--- src/rtl/led_sequencer_if.sv ---
// Configuration handshake between the LED-bar controller and the sequencer.
// The master offers a configuration; the slave accepts it when its pending slot is free.
interface led_sequencer_if #(
  parameter int N_LEDS     = 8,
  parameter int PRESCALE_W = 16
);
  localparam int PW = $clog2(N_LEDS);

  logic                  cfg_valid;
  logic                  cfg_ready;
  logic [1:0]            cfg_mode;
  logic                  cfg_dir;
  logic [PRESCALE_W-1:0] cfg_period;
  logic [PW-1:0]         cfg_step;

  modport master (
    output cfg_valid, cfg_mode, cfg_dir, cfg_period, cfg_step,
    input  cfg_ready
  );

  modport slave (
    input  cfg_valid, cfg_mode, cfg_dir, cfg_period, cfg_step,
    output cfg_ready
  );
endinterface

--- src/rtl/led_sequencer.sv ---
// LED-bar position sequencer: prescaled step tick moving a modulo position counter
// in wrap, bounce or one-shot sweep patterns, with a one-deep pending configuration.
module led_sequencer #(
  parameter  int N_LEDS     = 8,
  parameter  int PRESCALE_W = 16,
  localparam int PW         = $clog2(N_LEDS)
) (
  input  logic              clk,
  input  logic              reset_n,
  led_sequencer_if.slave    cfg,
  output logic [PW-1:0]     pos,
  output logic [N_LEDS-1:0] leds,
  output logic              dir,
  output logic              busy,
  output logic              done
);
  typedef enum logic {IDLE = 1'b0, RUN = 1'b1} state_t;

  localparam logic [1:0]  MODE_STOP   = 2'b00;
  localparam logic [1:0]  MODE_WRAP   = 2'b01;
  localparam logic [1:0]  MODE_BOUNCE = 2'b10;
  localparam logic [1:0]  MODE_SWEEP  = 2'b11;
  localparam logic [PW:0]   NL_X      = (PW+1)'(N_LEDS);
  localparam logic [PW:0]   LAST_X    = (PW+1)'(N_LEDS - 1);
  localparam logic [PW:0]   TWO_LAST  = (PW+1)'(2 * (N_LEDS - 1));
  localparam logic [PW-1:0] LAST      = PW'(N_LEDS - 1);

  state_t                state_r;
  logic                  pv_r;
  logic [1:0]            pend_mode_r;
  logic                  pend_dir_r;
  logic [PRESCALE_W-1:0] pend_period_r;
  logic [PW-1:0]         pend_step_r;
  logic [1:0]            mode_r;
  logic [PRESCALE_W-1:0] period_r;
  logic [PW-1:0]         step_r;
  logic [PRESCALE_W-1:0] presc_r;
  logic [PW-1:0]         pos_r;
  logic                  dir_r;
  logic                  busy_r;
  logic                  done_r;

  logic [PW-1:0] cap_step_s;
  logic          tick_s;
  logic          apply_s;
  logic [PW:0]   posx_s;
  logic [PW:0]   stepx_s;
  logic [PW:0]   sum_s;
  logic [PW:0]   wrap_x_s;
  logic [PW:0]   bnc_x_s;
  logic          wrap_hit_s;
  logic          bnc_flip_s;
  logic [PW-1:0] nxt_pos_s;
  logic          nxt_flip_s;
  logic          sweep_end_s;

  assign tick_s  = (state_r == RUN) && (presc_r == period_r);
  assign apply_s = pv_r && ((state_r == IDLE) || tick_s);

  // Saturate the offered step so the move arithmetic never sees a step of N_LEDS or more.
  always_comb begin
    cap_step_s = cfg.cfg_step;
    if ({1'b0, cfg.cfg_step} > LAST_X) begin
      cap_step_s = LAST;
    end else begin
      cap_step_s = cfg.cfg_step;
    end
  end

  // Candidate next position for each pattern; sums are one bit wider than pos.
  always_comb begin
    posx_s      = {1'b0, pos_r};
    stepx_s     = {1'b0, step_r};
    sum_s       = posx_s + stepx_s;
    wrap_x_s    = posx_s;
    bnc_x_s     = posx_s;
    wrap_hit_s  = 1'b0;
    bnc_flip_s  = 1'b0;
    nxt_pos_s   = pos_r;
    nxt_flip_s  = 1'b0;
    sweep_end_s = 1'b0;
    if (!dir_r) begin
      wrap_hit_s = (sum_s >= NL_X);
      if (wrap_hit_s) begin
        wrap_x_s = sum_s - NL_X;
      end else begin
        wrap_x_s = sum_s;
      end
      if (sum_s > LAST_X) begin
        bnc_x_s    = TWO_LAST - sum_s;
        bnc_flip_s = 1'b1;
      end else begin
        bnc_x_s    = sum_s;
        bnc_flip_s = 1'b0;
      end
    end else begin
      wrap_hit_s = (posx_s < stepx_s);
      if (wrap_hit_s) begin
        wrap_x_s   = NL_X + posx_s - stepx_s;
        bnc_x_s    = stepx_s - posx_s;
        bnc_flip_s = 1'b1;
      end else begin
        wrap_x_s   = posx_s - stepx_s;
        bnc_x_s    = posx_s - stepx_s;
        bnc_flip_s = 1'b0;
      end
    end
    case (mode_r)
      MODE_WRAP: nxt_pos_s = wrap_x_s[PW-1:0];
      MODE_BOUNCE: begin
        nxt_pos_s  = bnc_x_s[PW-1:0];
        nxt_flip_s = bnc_flip_s;
      end
      MODE_SWEEP: begin
        if (wrap_hit_s) begin
          sweep_end_s = 1'b1;
        end else begin
          nxt_pos_s = wrap_x_s[PW-1:0];
        end
      end
      default: nxt_pos_s = pos_r;
    endcase
  end

  // Sequencer FSM: capture, apply pending (overrides the move), prescale and move.
  always_ff @(posedge clk or negedge reset_n) begin
    if (!reset_n) begin
      state_r       <= IDLE;
      pv_r          <= 1'b0;
      pend_mode_r   <= MODE_STOP;
      pend_dir_r    <= 1'b0;
      pend_period_r <= {PRESCALE_W{1'b0}};
      pend_step_r   <= {PW{1'b0}};
      mode_r        <= MODE_STOP;
      period_r      <= {PRESCALE_W{1'b0}};
      step_r        <= {PW{1'b0}};
      presc_r       <= {PRESCALE_W{1'b0}};
      pos_r         <= {PW{1'b0}};
      dir_r         <= 1'b0;
      busy_r        <= 1'b0;
      done_r        <= 1'b0;
    end else begin
      done_r <= 1'b0;
      if (apply_s) begin
        pv_r     <= 1'b0;
        presc_r  <= {PRESCALE_W{1'b0}};
        mode_r   <= pend_mode_r;
        period_r <= pend_period_r;
        step_r   <= pend_step_r;
        if (pend_mode_r == MODE_STOP) begin
          state_r <= IDLE;
          busy_r  <= 1'b0;
        end else begin
          state_r <= RUN;
          busy_r  <= 1'b1;
          dir_r   <= pend_dir_r;
          pos_r   <= pend_dir_r ? LAST : {PW{1'b0}};
        end
      end else if (tick_s) begin
        presc_r <= {PRESCALE_W{1'b0}};
        if (sweep_end_s) begin
          state_r <= IDLE;
          busy_r  <= 1'b0;
          done_r  <= 1'b1;
        end else begin
          pos_r <= nxt_pos_s;
          dir_r <= dir_r ^ nxt_flip_s;
        end
      end else if (state_r == RUN) begin
        presc_r <= presc_r + PRESCALE_W'(1);
      end else begin
        presc_r <= {PRESCALE_W{1'b0}};
      end
      // Capture needs an empty slot, so it never coincides with an apply.
      if (cfg.cfg_valid && !pv_r) begin
        pend_mode_r   <= cfg.cfg_mode;
        pend_dir_r    <= cfg.cfg_dir;
        pend_period_r <= cfg.cfg_period;
        pend_step_r   <= cap_step_s;
        pv_r          <= 1'b1;
      end
    end
  end

  assign cfg.cfg_ready = !pv_r;
  assign pos           = pos_r;
  assign dir           = dir_r;
  assign busy          = busy_r;
  assign done          = done_r;
  assign leds          = busy_r ? ({{(N_LEDS-1){1'b0}}, 1'b1} << pos_r) : {N_LEDS{1'b0}};
endmodule

--- src/flat_wrapper.sv ---
// flat-port wrapper written by rule: the top's interface ports become plain ports
module led_sequencer_flat 
#(
  parameter  int N_LEDS     = 8,
  parameter  int PRESCALE_W = 16,
  localparam int PW         = $clog2(N_LEDS)
)
  (clk, reset_n, pos, leds, dir, busy, done, cfg_cfg_valid, cfg_cfg_mode, cfg_cfg_dir, cfg_cfg_period, cfg_cfg_step, cfg_cfg_ready);
  led_sequencer_if #(.N_LEDS(N_LEDS), .PRESCALE_W(PRESCALE_W)) cfg_i ();
  input  logic clk;
  input  logic reset_n;
  output logic [PW-1:0] pos;
  output logic [N_LEDS-1:0] leds;
  output logic dir;
  output logic busy;
  output logic done;
  input wire logic [$bits(cfg_i.cfg_valid)-1:0] cfg_cfg_valid;
  input wire logic [$bits(cfg_i.cfg_mode)-1:0] cfg_cfg_mode;
  input wire logic [$bits(cfg_i.cfg_dir)-1:0] cfg_cfg_dir;
  input wire logic [$bits(cfg_i.cfg_period)-1:0] cfg_cfg_period;
  input wire logic [$bits(cfg_i.cfg_step)-1:0] cfg_cfg_step;
  output wire logic [$bits(cfg_i.cfg_ready)-1:0] cfg_cfg_ready;
  assign cfg_i.cfg_valid = cfg_cfg_valid;
  assign cfg_i.cfg_mode = cfg_cfg_mode;
  assign cfg_i.cfg_dir = cfg_cfg_dir;
  assign cfg_i.cfg_period = cfg_cfg_period;
  assign cfg_i.cfg_step = cfg_cfg_step;
  assign cfg_cfg_ready = cfg_i.cfg_ready;
  led_sequencer #(.N_LEDS(N_LEDS), .PRESCALE_W(PRESCALE_W)) u_core (.clk(clk), .reset_n(reset_n), .cfg(cfg_i), .pos(pos), .leds(leds), .dir(dir), .busy(busy), .done(done));
endmodule
--- config.mk ---
export PLATFORM = sky130hd
export DESIGN_NAME = led_sequencer_flat
export DESIGN_NICKNAME = d
export VERILOG_FILES = /design/src/rtl/led_sequencer_if.sv /design/src/rtl/led_sequencer.sv /design/src/flat_wrapper.sv
export SDC_FILE = /design/constraint.sdc
export NUM_CORES = 1
export LEC_CHECK = 0
export CAP_MARGIN = 20
export CORE_MARGIN = 5
export CORE_UTILIZATION = 60
export CTS_CLUSTER_DIAMETER = 200
export DETAILED_ROUTE_END_ITERATION = 16
export DONT_BUFFER_PORTS = 1
export PLACE_DENSITY_LB_ADDON = 0.05
export REMOVE_ABC_BUFFERS = 1
export SLEW_MARGIN = 20
export SYNTH_ARGS = -nofsm -noshare
export SYNTH_HDL_FRONTEND = slang
export SYNTH_SLANG_ARGS = --single-unit
--- constraint.sdc ---
create_clock -name clk -period 3.05 [get_ports clk]
set_clock_uncertainty 0.15 [all_clocks]
set_input_delay 0 -clock clk [delete_from_list [all_inputs] [get_ports clk]]
set_output_delay 0 -clock clk [all_outputs]
set_load 0.01 [all_outputs]
Word level (Yosys, flattened, before mapping)

Index checks and enable logic that the tools add are counted.

Register bits after elaboration: 66
Input port bits: 25
Output and inout port bits: 15

$lt $le $gt $ge: 3
Reduce and logical (&&, ||, !) cells: 13
Multiplexer cells: 37
Bitwise gates (word level): 2
Equality and inequality tests: 7
Shift operators: 1
Add/sub/neg operators: 8

Operators with widths:

| cell                                                           | count |
|---|---|
| 2-to-1 mux 16 bit                                              | 3 |
| 2-to-1 mux 3 bit                                               | 12 |
| 2-to-1 mux 1 bit                                               | 20 |
| adder 16 x 1 -> 16 bit (second input constant)                 | 1 |
| == test 16 bit                                                 | 1 |
| case mux 3 bit (3 select lines)                                | 1 |
| subtractor 3 bit                                               | 3 |
| 2-to-1 mux 8 bit                                               | 1 |
| << shifter 1 x 3 -> 8 bit (first input constant)               | 1 |
| nonzero test 2 bit                                             | 3 |
| AND reduction 5 bit                                            | 1 |
| adder 3 x 3 -> 4 bit                                           | 1 |
| == test 2 bit (second input constant)                          | 2 |
| greater-or-equal comparator 4 bit (second input constant)      | 1 |
| greater-than comparator 4 x 3 -> 1 bit (second input constant) | 1 |
| nonzero test 4 bit                                             | 1 |
| adder 1 x 3 -> 3 bit (first input constant)                    | 1 |
| logical AND 1 bit                                              | 3 |
| less-than comparator 3 bit                                     | 1 |
| inequality test 3 x 2 -> 1 bit (second input constant)         | 1 |
| AND reduction 3 bit                                            | 1 |
| subtractor 3 x 1 -> 3 bit (second input constant)              | 1 |
| subtractor 3 bit (first input constant)                        | 1 |
| == test 2 x 1 -> 1 bit (second input constant)                 | 1 |
| 8 further kinds                                                | 8 |

Logic depth before layout (Yosys ltp)

Gate-level depths: netlist of run 1.

Depth in word-level cells: 9
Gate-level depth with buffers: 10

Worst setup path before layout of run 1

Ideal clock, no wire load.

Path kind: flip-flop to flip-flop
Start: reg u_core.pos_r[1] (netlist: u_core.pos[1])
End: reg u_core.pos_r[2] (netlist: u_core.pos[2])
Data arrival time: 2.372 ns
Stages on the path, launching flop included: 9
Data required time: 2.813 ns
Path buffers: 0
Setup time: 0.087 ns
Clock period less this slack: 2.609 ns
Path slack: 0.441 ns
Cells stage by stage: dfrtp_1 -> inv_1 -> ha_1 -> nor2b_1 -> o21ai_1 -> a21boi_0 -> o311a_1 -> or2_2 -> a22oi_1

Word-level cells in the longest chain between the ends: 9

RTL lines:

| what                                                                | line                                     | source |
|---|---|---|
| start, declared                                                     | led_sequencer.sv:38                      | `logic [PW-1:0] pos_r;` |
| start signal, assigned                                              | led_sequencer.sv:138                     | `pos_r <= {PW{1'b0}};` |
| start signal, assigned                                              | led_sequencer.sv:157                     | `pos_r <= pend_dir_r ? LAST : {PW{1'b0}};` |
| start signal, assigned                                              | led_sequencer.sv:166                     | `pos_r <= nxt_pos_s;` |
| adder 3 x 3 -> 4 bit / adder 1 x 3 -> 3 bit (equally long branches) | led_sequencer.sv:74, led_sequencer.sv:99 |  |
| greater-or-equal comparator 4 bit, or another cell as far along     | led_sequencer.sv:83                      | `wrap_hit_s = (sum_s >= NL_X);` |
| 2-to-1 mux 3 bit, on equally long branches                          | led_sequencer.sv:84, led_sequencer.sv:98 |  |
| 2-to-1 mux 3 bit                                                    | led_sequencer.sv:82                      | `if (!dir_r) begin` |
| 2-to-1 mux 3 bit                                                    | led_sequencer.sv:115                     | `if (wrap_hit_s) begin` |
| case mux 3 bit (3 select lines)                                     | led_sequencer.sv:108                     | `case (mode_r)` |
| 2-to-1 mux 3 bit                                                    | led_sequencer.sv:161                     | `if (sweep_end_s) begin` |
| 2-to-1 mux 3 bit                                                    | led_sequencer.sv:159                     | `end else if (tick_s) begin` |
| 2-to-1 mux 3 bit                                                    | led_sequencer.sv:144                     | `if (apply_s) begin` |

Parallel ways exist; a longest one is shown, timed or not. The select of a mux whose other input is x is not followed.
A chain may end at the register's enable or synchronous reset.

Worst setup path in the final report of run 1

Start: reg u_core.pos_r[0] (netlist: u_core.pos[0])
End: reg u_core.pos_r[2] (netlist: u_core.pos[2])

The elaborated chain is that of the path after synthesis.

==> results.py, run 1 <==
metrics = {
    "final_layout": {
        "nFillCells": 409,
        "layout-drive-gt1-share": 0.2018,
        "synthToLayoutAreaGrowth_pct": 14.12,
        "n_antenna_cell": 0,
        "num-nets-final": 370,
    },
    "detailed_routing": {
        "dr_total_vias": 2231,
        "via_per_inst": 5.522,
        "ant_nets": 0,
        "postRouteWirelength_um": 6350,
        "dr.first_iter.drc_count": 89,
        "first_pass_iters": 4,
        "avgRoutedWirePerCell_um": 15.72,
        "drc": 0,
    },
    "floorplan": {
        "core_um2": 5608,
        "die_w_um": 86.47,
        "die_h_um": 86.47,
        "initial_core_util": 0.6256,
        "io_pins": 40,
        "die_area_um2": 7476,
        "row_count": 27,
    },
    "timing": {
        "max_slew_margin": 0.4817,
        "timing.hold.ws_ns": 0.02236,
        "timing_hold_violations_final": 0,
        "layout_worst_path_cycle_share": 0.8868,
        "rsz0062_at_grt": "no",
        "finalCriticalPeriod_ns": 2.705,
        "fmax_ghz": 0.3697,
        "final_max_slew_viol_count": 0,
        "finalSetupTns_ns": 0,
        "finalSetupViolCount": 0,
        "max_slew.worst_pin.slew_ns": 0.7747,
    },
    "synthesis": {
        "synthArstFlopShare": 1.000,
        "synth_seq_cells": 66,
        "netlist_area_um2": 3508,
        "synth-seq-area-share": 0.4708,
        "synth_cells": 298,
        "ys_types": 47,
        "synth_ff_type": "dfrtp_1",
        "synth_edf_count": 0,
        "avgSynthCellArea_um2": 11.77,
        "synth_warnings": 0,
    },
    "global_route": {
        "antenna_found_initial": 0,
        "grt_max_degree": 67,
        "grt_util_all_layers": 0.1845,
        "grt_pass1_vias": 2214,
        "grt_overflow_total": 0,
        "grt_pass1_wl_um": 10660,
    },
    "worst_hold_path": {
        "hold_class": "in2async",
    },
    "placed_design": {
        "place_congestion": 0.9161,
        "io_buffers": 0,
        "hpwl_um": 4391,
    },
    "cts": {
        "clkLatencyLatePin_ns": 0.35,
        "cts_setup_buffers": 0,
        "cts.sink_count": 66,
        "cts_hold_buf": 24,
        "cts_resized": 0,
        "cts_buffer_depth": 2,
        "cts_max_level": 3,
        "clkTransAtPathRegs_ns": 0.09,
        "root_buffer": "clkbuf_8",
        "numCtsBuffers": 9,
        "cts_tree": "yes",
    },
    "pwr": {
        "comb_power_share": 0.393,
        "clockPowerShare": 0.185,
        "swShare": 0.3655,
        "leakagePower_nw": 1.818,
        "pwr-share-seq": 0.421,
        "internal_power_w": 0.002296,
        "p_switching_w": 0.001322,
        "p_per_area_nw_per_um2": 903.7,
        "ir_worst_vdd_mv": 0.4968,
    },
    "run": {
        "max_cap_violations": 0,
    },
    "worst_setup_path": {
        "arrival_ns": 2.77,
        "start_kind": "flop",
        "cp-end-kind": "flop",
        "worstSetupPathType": "reg2reg",
        "cp_slowest_cell": "dfrtp_1",
        "cp.required_ns": 3.11,
        "cp_cell_sequence": "ha_1, inv_1, fa_1, inv_1, ha_1, a2111oi_0, nor4_1, o22ai_1, a22oi_1",
        "crit_path_max_fanout": 9,
        "max_stage_delay_ns": 0.60,
    },
    "outcome": {
        "status": "complete, no violations",
    },
}
## registers in the layout (all words and copies together) (netlist names), 2 cells and up
name                  flops
u_core.mode_r             2
u_core.pend_mode_r        2
u_core.pend_period_r     16
u_core.pend_step_r        3
u_core.period_r          16
u_core.pos                3
u_core.presc_r           16
u_core.step_r             3
## per-layer routing
layer / part of all wire / vias up / wire (µm) / global-route usage
li1: - / 1083 / - / -
met1: 0.44 / 1088 / 2822 / 0.2360
met2: 0.50 / 50 / 3157 / 0.2949
met3: 0.039 / 10 / 250 / 0.04753
met4: 0.019 / 0 / 120 / 0.08215
met5: 0 / - / 0 / 0
## worst max-delay path: cells and delay by family (launching register included)
| family | cells | cell delay, ns |
|---|---|---|
| AOI/OAI and AO/OA | 3 | 0.63 |
| adders and majority gates | 3 | 0.96 |
| buffers and inverters | 2 | 0.12 |
| DFF | 1 | 0.60 |
| and+or+nand+nor | 1 | 0.11 |
## cells by family after synthesis
logic type / Yosys count / synth area share
flops: 66 / 0.4708
fa+ha+maj: 18 / 0.07275
compound gates: 30 / 0.07240
xor+xnor: 30 / 0.07489
mux: 44 / 0.1591
buf+inv: 27 / 0.03602
simple gates: 83 / 0.1141
## power groups by stage
stage | Combinational (W) | Sequential [W] | Clock, W
floorplan | 0.00113 | 0.00146 | 0
global placement | 0.00134 | 0.00153 | 0
detailed placement | 0.00138 | 0.00155 | 0
CTS | 0.00143 | 0.00153 | 0.000682
global route | 0.00159 | 0.00158 | 0.000726
finish | 0.00142 | 0.00152 | 0.000671
## stage by stage
stage                     power (W)  cells  setup slack (ns)  area (µm²)  utilization
final                      0.003618    404            0.3452        4004       0.7140
after global routing       0.003898    404            0.1192        4004       0.7140
after CTS                  0.003639    404            0.3554        4004       0.7140
after detailed placement   0.002923    364            0.3870        3565       0.6357
after global placement     0.002873    364            0.4854        3565       0.6357
after floorplan            0.002596    289            0.2560        3450            -
## final timing paths
| check | end | slack [ns] | from | cells after the start |
|---|---|---|---|---|
| setup / recovery | u_core.pos[2]$_DFFE_PN0P_ | 0.35 | u_core.pos[0]$_DFFE_PN0P_ | 9 |
| hold / removal | u_core.pos[0]$_DFFE_PN0P_ | 0.02 | reset_n | 2 |
| setup reg to reg | u_core.pos[2]$_DFFE_PN0P_ | 0.35 | u_core.pos[0]$_DFFE_PN0P_ | 9 |
| hold reg to reg | u_core.presc_r[0]$_DFF_PN0_ | 0.34 | u_core.presc_r[0]$_DFF_PN0_ | 1 |
| max in group asynchronous | u_core.pend_period_r[13]$_DFFE_PN0P_ | 2.44 | reset_n | 2 |
| min in group clk | u_core.pv_r$_DFFE_PN0P_ | 0.06 | cfg_cfg_valid | 3 |
## cell usage in the layout, fill, tap and decap left out, drive strengths merged, types with 10 or more instances in the layout
cell type	instances
clkbuf	11
dfrtp	66
dlygate4sd3	23
ha	14
inv	18
mux2	43
nand2	17
nor2	28
nor2b	10
xnor2	20
xor2	10
## cell usage after synthesis (2+ instances only)
| master | n | area share |
|---|---|---|
| nor2_1 | 28 | 0.030 |
| o31ai_1 | 2 | 0.0043 |
| or4_1 | 2 | 0.0043 |
| mux2_2 | 26 | 0.083 |
| o2bb2ai_1 | 2 | 0.0050 |
| inv_1 | 18 | 0.019 |
| buf_2 | 2 | 0.0029 |
| dfrtp_1 | 66 | 0.47 |
| a211oi_1 | 2 | 0.0043 |
| nand3_1 | 6 | 0.0086 |
| a31oi_1 | 2 | 0.0036 |
| o311a_1 | 2 | 0.0057 |
| a22oi_1 | 2 | 0.0043 |
| xnor2_1 | 20 | 0.050 |
| o21bai_1 | 2 | 0.0043 |
| clkbuf_1 | 4 | 0.0043 |
| xor2_1 | 10 | 0.025 |
| nor2b_1 | 10 | 0.018 |
| nor4_1 | 2 | 0.0036 |
| a21boi_0 | 3 | 0.0064 |
| a2111oi_0 | 2 | 0.0050 |
| ha_1 | 14 | 0.050 |
| nand4_1 | 7 | 0.012 |
| and3_1 | 2 | 0.0036 |
| nand2_1 | 16 | 0.017 |
| nor3_1 | 4 | 0.0057 |
| buf_6 | 3 | 0.0096 |
| fa_1 | 4 | 0.023 |
| mux2_4 | 17 | 0.073 |
## final cells by class
type,instances,area (µm²),share of cell area
tap,72,90.09,0.02250
sequential,66,1652,0.4125
inverter,18,67.56,0.01688
multi-input combinational,205,1733,0.4328
clock buffer,11,141.4,0.03531
timing repair buffer,27,280.3,0.07000
clock inverter,5,40.04,0.01000
Note: power is estimated with default switching activity, not from simulation.
==> run 2: changes to the inputs <==
--- a/config.mk
+++ b/config.mk
@@ -5,10 +5,13 @@
 export SDC_FILE = /design/constraint.sdc
 export NUM_CORES = 1
 export LEC_CHECK = 0
+export ABC_AREA = 1
 export CAP_MARGIN = 20
+export CORE_ASPECT_RATIO = 0.6
 export CORE_MARGIN = 5
 export CORE_UTILIZATION = 60
 export CTS_CLUSTER_DIAMETER = 200
+export CTS_CLUSTER_SIZE = 40
 export DETAILED_ROUTE_END_ITERATION = 16
 export DONT_BUFFER_PORTS = 1
 export PLACE_DENSITY_LB_ADDON = 0.05
==> run 2 against run 1 <==
Non-clock buffer count is 7 higher. Critical path type unchanged. Sequential power is 3% higher. Largest cell class unchanged. Critical endpoint unchanged. Die area is 6.8% higher. Via count is 27% higher. Largest power group is now combinational logic.
==> results.py, run 2 <==
metrics = {
    "timing": {
        "timing.hold.ws_ns": 0.07307,
        "rsz0062_at_grt": "no",
        "final_max_slew_viol_count": 0,
        "finalCriticalPeriod_ns": 2.576,
        "fmax_ghz": 0.3883,
        "finalSetupTns_ns": 0,
        "max_slew.worst_pin.slew_ns": 0.4131,
        "timing_hold_violations_final": 0,
        "finalSetupViolCount": 0,
        "layout_worst_path_cycle_share": 0.8445,
        "max_slew_margin": 0.7223,
    },
    "detailed_routing": {
        "first_pass_iters": 4,
        "avgRoutedWirePerCell_um": 14.19,
        "ant_nets": 0,
        "postRouteWirelength_um": 8059,
        "dr.first_iter.drc_count": 183,
        "dr_total_vias": 2844,
        "via_per_inst": 5.007,
        "drc": 0,
    },
    "floorplan": {
        "row_count": 22,
        "die_w_um": 112.1,
        "die_area_um2": 7985,
        "core_um2": 6083,
        "initial_core_util": 0.6166,
        "die_h_um": 71.25,
        "io_pins": 40,
    },
    "worst_setup_path": {
        "worstSetupPathType": "reg2reg",
        "arrival_ns": 2.72,
        "crit_path_max_fanout": 7,
        "cp.required_ns": 3.19,
        "start_kind": "flop",
        "cp-end-kind": "flop",
    },
    "cts": {
        "cts_max_level": 3,
        "clkTransAtPathRegs_ns": 0.07,
        "cts_buffer_depth": 2,
        "cts_tree": "yes",
        "root_buffer": "clkbuf_8",
        "numCtsBuffers": 9,
        "cts.sink_count": 66,
        "clkLatencyLatePin_ns": 0.35,
        "cts_resized": 0,
    },
    "pwr": {
        "ir_worst_vdd_mv": 0.5517,
        "leakagePower_nw": 2.194,
        "p_per_area_nw_per_um2": 973.6,
    },
    "outcome": {
        "status": "complete, no violations",
    },
    "synthesis": {
        "synth_edf_count": 0,
        "synth_ff_type": "dfrtp_1",
        "netlist.area_leader.share": 0.4403,
        "yosysTopAreaCell": "dfrtp_1",
        "synth-seq-area-share": 0.4403,
        "synthArstFlopShare": 1.000,
        "yosysMostFrequentCell": "nand2_1",
        "netlist_area_um2": 3751,
        "synth_cells": 444,
        "avgSynthCellArea_um2": 8.448,
        "synth_warnings": 0,
        "ys_types": 28,
        "synth_common_cells": "nand2_1, dfrtp_1, inv_1",
        "synth_seq_cells": 66,
        "synth.area.top_cells": "dfrtp_1, nand2_1, mux2_2",
    },
    "worst_hold_path": {
        "hold_class": "in2async",
    },
    "final_layout": {
        "num-nets-final": 522,
        "largestRegisters": "u_core.pend_period_r: 16 flops, u_core.period_r: 16 flops, u_core.presc_r: 16 flops",
        "layout_common_cells": "nand2_1, dfrtp_1, inv_1",
        "final_common_cell": "nand2_1",
        "layout-drive-gt1-share": 0.1880,
        "n_antenna_cell": 0,
        "synthToLayoutAreaGrowth_pct": 15.44,
        "utilization": 0.7118,
    },
    "placed_design": {
        "io_buffers": 0,
        "place_congestion": 0.9422,
        "hpwl_um": 5571,
    },
    "run": {
        "max_cap_violations": 0,
    },
    "global_route": {
        "grt_overflow_total": 0,
        "grt_util_all_layers": 0.2188,
        "antenna_found_initial": 0,
        "grt_max_degree": 67,
        "grt_pass1_wl_um": 13560,
        "grt_pass1_vias": 2684,
    },
}
## run 2: changes by cell type after synthesis, moves of 7 or more
cell,previous run,this run
mux2_4,17,0
a21oi_1,0,11
xor2_1,10,3
xnor2_1,20,1
a21oi_2,0,20
nand3_1,6,22
nor2_1,28,46
nor2_4,0,8
inv_1,18,59
nand2_2,1,8
o21ai_0,1,10
nand2_1,16,121
nor2b_1,10,0
## run 2: worst max-delay path, stage by stage (launching register included)
cell      delay [ns]
dfrtp_1         0.55
ha_1            0.28
inv_1           0.07
fa_1            0.50
inv_1           0.06
ha_1            0.18
inv_1           0.08
nand3b_1        0.10
nand2_1         0.07
nand2_1         0.05
nand2_1         0.06
nand2_1         0.04
nand2_1         0.08
nand2_1         0.06
nand2_1         0.06
nand3_1         0.06
nand2_1         0.06
## run 2: kinds of logic after synthesis
kind of cell	share of synthesized area
AOI/OAI and AO/OA	0.08172
xor gates and xnor gates	0.009341
adders and majority gates	0.06805
buffers and inverters	0.08572
DFF	0.4403
muxes	0.06004
and+or+nand+nor	0.2548
## run 2: what timing repair did
action | in CTS | in global routing
hold endpoints to repair | 89 | 0
hold buffers | 30 | 0
buffers inserted | 0 | 0
## run 2: path summary, 6_finish.rpt
kind	depth (start not counted)	endpoint	from	slack, ns
max in group asynchronous	2	u_core.period_r[1]$_DFFE_PN0N_	reset_n	2.42
hold / removal	2	u_core.pend_period_r[7]$_DFFE_PN0P_	reset_n	0.07
setup / recovery	16	u_core.pos[2]$_DFFE_PN0P_	u_core.pos[0]$_DFFE_PN0P_	0.47
setup reg to reg	16	u_core.pos[2]$_DFFE_PN0P_	u_core.pos[0]$_DFFE_PN0P_	0.47
min in group clk	2	u_core.pend_period_r[10]$_DFFE_PN0P_	cfg_cfg_period[10]	0.17
hold reg to reg	1	u_core.pend_period_r[9]$_DFFE_PN0P_	u_core.pend_period_r[9]$_DFFE_PN0P_	0.36
## run 2: cell type report
type	instances	area, µm²
clock buffer	11	151.4
clock inverter	5	52.55
fill	482	1753
inverter	65	244.0
multi-input combinational	303	1778
sequential	66	1652
tap	84	105.1
timing repair buffer	34	347.8
## run 2: power breakdown
group | switching (W) | internal, W
logic | 0.00111 | 0.000783
registers | 0.000326 | 0.00125
clock network | 0.000333 | 0.000417
total | 0.00177 | 0.00245
## run 2: routing by layer
layer	global-route usage	vias to the layer above	share of wire
met5	0	-	0
met4	0.06000	0	0.011
met3	0.07595	10	0.079
met2	0.3001	76	0.41
met1	0.3291	1315	0.50
li1	-	1443	-
## run 2: through the flow
step | cells | area, µm² | setup slack, ns | total power [W]
after floorplan | 434 | 3674 | 0.6498 | 0.002914
after global placement | 522 | 3809 | 0.4530 | 0.003344
after detailed placement | 522 | 3809 | 0.5338 | 0.003352
after CTS | 568 | 4330 | 0.5187 | 0.004200
after global routing | 568 | 4330 | 0.2605 | 0.004596
final | 568 | 4330 | 0.4744 | 0.004216
==> run 3: changes to the inputs <==
--- a/config.mk
+++ b/config.mk
@@ -5,11 +5,11 @@
 export SDC_FILE = /design/constraint.sdc
 export NUM_CORES = 1
 export LEC_CHECK = 0
-export ABC_AREA = 1
+export ABC_AREA = 0
 export CAP_MARGIN = 20
 export CORE_ASPECT_RATIO = 0.6
 export CORE_MARGIN = 5
-export CORE_UTILIZATION = 60
+export CORE_UTILIZATION = 57
 export CTS_CLUSTER_DIAMETER = 200
 export CTS_CLUSTER_SIZE = 40
 export DETAILED_ROUTE_END_ITERATION = 16
==> constraint.sdc (replaced) <==
create_clock -name clk -period 2.23 [get_ports clk]
set_clock_uncertainty 0.15 [all_clocks]
set_input_delay 0 -clock clk [delete_from_list [all_inputs] [get_ports clk]]
set_output_delay 0 -clock clk [all_outputs]
set_load 0.01 [all_outputs]
==> run 3 against run 2 <==
The flow now finishes with violations (negative setup slack). Clock power rose by 33%. Setup slack got worse by 0.76 ns. Combinational power rose by 57%. Register-to-register slack got worse by 0.76 ns. Sequential share of layout area fell by 3.3 points. Largest cell class unchanged.
==> results.py, run 3 (synthesis results as in run 1) <==
metrics = {
    "outcome": {
        "status": "finished with violations",
        "violations": "negative setup slack",
    },
    "floorplan": {
        "die_h_um": 70.77,
        "io_pins": 40,
        "core_um2": 6056,
        "row_count": 22,
        "die_area_um2": 7876,
        "die_w_um": 111.3,
        "initial_core_util": 0.5793,
    },
    "cts": {
        "numCtsBuffers": 9,
        "clkTransAtPathRegs_ns": 0.07,
        "cts_max_level": 3,
        "root_buffer": "clkbuf_8",
        "clkLatencyLatePin_ns": 0.35,
        "cts_buffer_depth": 2,
        "cts_tree": "yes",
        "cts.sink_count": 66,
    },
    "final_layout": {
        "nFillCells": 386,
        "synthToLayoutAreaGrowth_pct": 35.45,
        "layout_common_cells": "dfrtp_1, buf_4, nor2_1",
        "final_common_cell": "dfrtp_1",
        "multi_input_area_um2": 1951,
        "n_antenna_cell": 0,
        "layout-drive-gt1-share": 0.4112,
        "largestRegisters": "u_core.pend_period_r: 16 flops, u_core.period_r: 16 flops, u_core.presc_r: 16 flops",
        "utilization": 0.7847,
        "final_cells": 478,
        "num-nets-final": 432,
        "ff_latch_area_um2": 1654,
    },
    "worst_setup_path": {
        "worstRegToRegCells": 8,
        "start_kind": "flop",
        "crit_path_max_fanout": 5,
        "worstSetupPathType": "reg2reg",
        "cp_cell_sequence": "buf_4, ha_1, fa_2, or4_1, a31oi_2, nor4_2, o22ai_1, a22oi_1",
        "worstReg2RegEnd": "u_core.pos[2]$_DFFE_PN0P_",
        "reg2reg_from": "u_core.step_r[0]$_DFFE_PN0N_",
        "cp-end-kind": "flop",
        "arrival_ns": 2.59,
        "max_stage_delay_ns": 0.51,
        "r2r_setup_slack_ns": -0.28,
        "cp_slowest_cell": "or4_1",
        "cp.required_ns": 2.31,
    },
    "global_route": {
        "antenna_found_initial": 0,
        "grt_util_all_layers": 0.2141,
        "grt_pass1_wl_um": 13000,
        "grt_max_degree": 67,
        "grt_overflow_total": 0,
        "grt_pass1_vias": 2468,
    },
    "timing": {
        "finalCriticalPeriod_ns": 2.512,
        "max_slew_margin": 0.6011,
        "final_max_slew_viol_count": 0,
        "finalSetupTns_ns": -1.044,
        "max_slew.worst_pin.slew_ns": 0.5921,
        "fmax_ghz": 0.3981,
        "timing_hold_violations_final": 0,
        "layout_worst_path_cycle_share": 1.126,
        "finalSetupViolCount": 25,
        "fin_ws_ns": -0.2821,
        "rsz0062_at_grt": "yes",
        "timing.hold.ws_ns": 0.06086,
    },
    "detailed_routing": {
        "ant_nets": 0,
        "postRouteWirelength_um": 7941,
        "dr.first_iter.drc_count": 156,
        "via_per_inst": 5.218,
        "avgRoutedWirePerCell_um": 16.61,
        "dr_total_vias": 2494,
        "first_pass_iters": 5,
        "drc": 0,
    },
    "run": {
        "max_cap_violations": 0,
    },
    "pwr": {
        "p_per_area_nw_per_um2": 1266,
        "power_w": 0.006015,
        "leakagePower_nw": 2.175,
        "ir_worst_vdd_mv": 0.7829,
    },
    "placed_design": {
        "placed_cells": 421,
        "place_congestion": 0.9280,
        "io_buffers": 0,
        "hpwl_um": 5301,
    },
    "worst_hold_path": {
        "hold_class": "in2async",
    },
}
[run 3: changes by cell type in the layout (fill, tap and decap cells not counted), moves of 8 or more]
cell and change:
buf_4 +56, o21ai_0 -9, xnor2_1 +18, inv_1 -46, nand2_2 -8, a21oi_2 -20, a21oi_1 -11, mux2_4 +17
nor2_4 -8, nand2_1 -105, nor2_1 -18, nand3_1 -17
[run 3: final cells by class]
type | instances | share of cell area
clock buffer | 10 | 0.02686
clock inverter | 6 | 0.01422
inverter | 18 | 0.01474
multi-input combinational | 205 | 0.4105
sequential | 66 | 0.3481
tap | 84 | 0.02212
timing repair buffer | 89 | 0.1635
[run 3: stage by stage]
| stage | setup WS (ns) | instance area, µm² |
|---|---|---|
| after floorplan | -0.5640 | 3450 |
| after global routing | -0.3782 | 4752 |
| after global placement | -0.4743 | 3930 |
| after CTS | -0.2956 | 4523 |
| after detailed placement | -0.4259 | 3930 |
| final | -0.2821 | 4752 |
[run 3: layer usage]
layer | part of all wire | track usage | vias to the layer above
met1 | 0.51 | 0.3232 | 1183
met5 | 0 | 0 | -
li1 | - | - | 1218
met4 | 0.011 | 0.06073 | 0
met3 | 0.077 | 0.07607 | 9
met2 | 0.40 | 0.2892 | 84
[run 3: worst max path at each step]
stage / startpoint / to / depth (start not counted)
5_1_grt: u_core.step_r[0]$_DFFE_PN0N_ / u_core.pos[2]$_DFFE_PN0P_ / 8
3_3_place_gp: u_core.pos[0]$_DFFE_PN0P_ / u_core.pos[2]$_DFFE_PN0P_ / 10
2_1_floorplan: u_core.presc_r[2]$_DFF_PN0_ / u_core.period_r[0]$_DFFE_PN0N_ / 5
6_report: u_core.step_r[0]$_DFFE_PN0N_ / u_core.pos[2]$_DFFE_PN0P_ / 8
4_1_cts: u_core.pos[0]$_DFFE_PN0P_ / u_core.pos[2]$_DFFE_PN0P_ / 9
3_5_place_dp: u_core.pos[0]$_DFFE_PN0P_ / u_core.pos[2]$_DFFE_PN0P_ / 10
[run 3: worst max-delay path: cells and delay by family, from the launching register on]
kind / cells / cell delay [ns]
AND/OR/NAND/NOR: 2 / 0.58
adder cells (fa/ha/maj): 2 / 0.56
AO/OA/AOI/OAI: 3 / 0.51
flip-flops: 1 / 0.45
buffers and inverters: 1 / 0.14
[run 3: power breakdown]
group          switching (W)  internal, W
clock network       0.000482     0.000517
registers           0.000377      0.00167
logic                0.00138      0.00159
[run 3: repair_timing]
item / CTS / global route
gates resized for setup: 19 / 35
pin swaps: 13 / 15
endpoints found under the setup margin: 25 / 25
endpoints found under the hold margin: 88 / 0
hold buffers: 24 / 0
setup buffers: 8 / 9
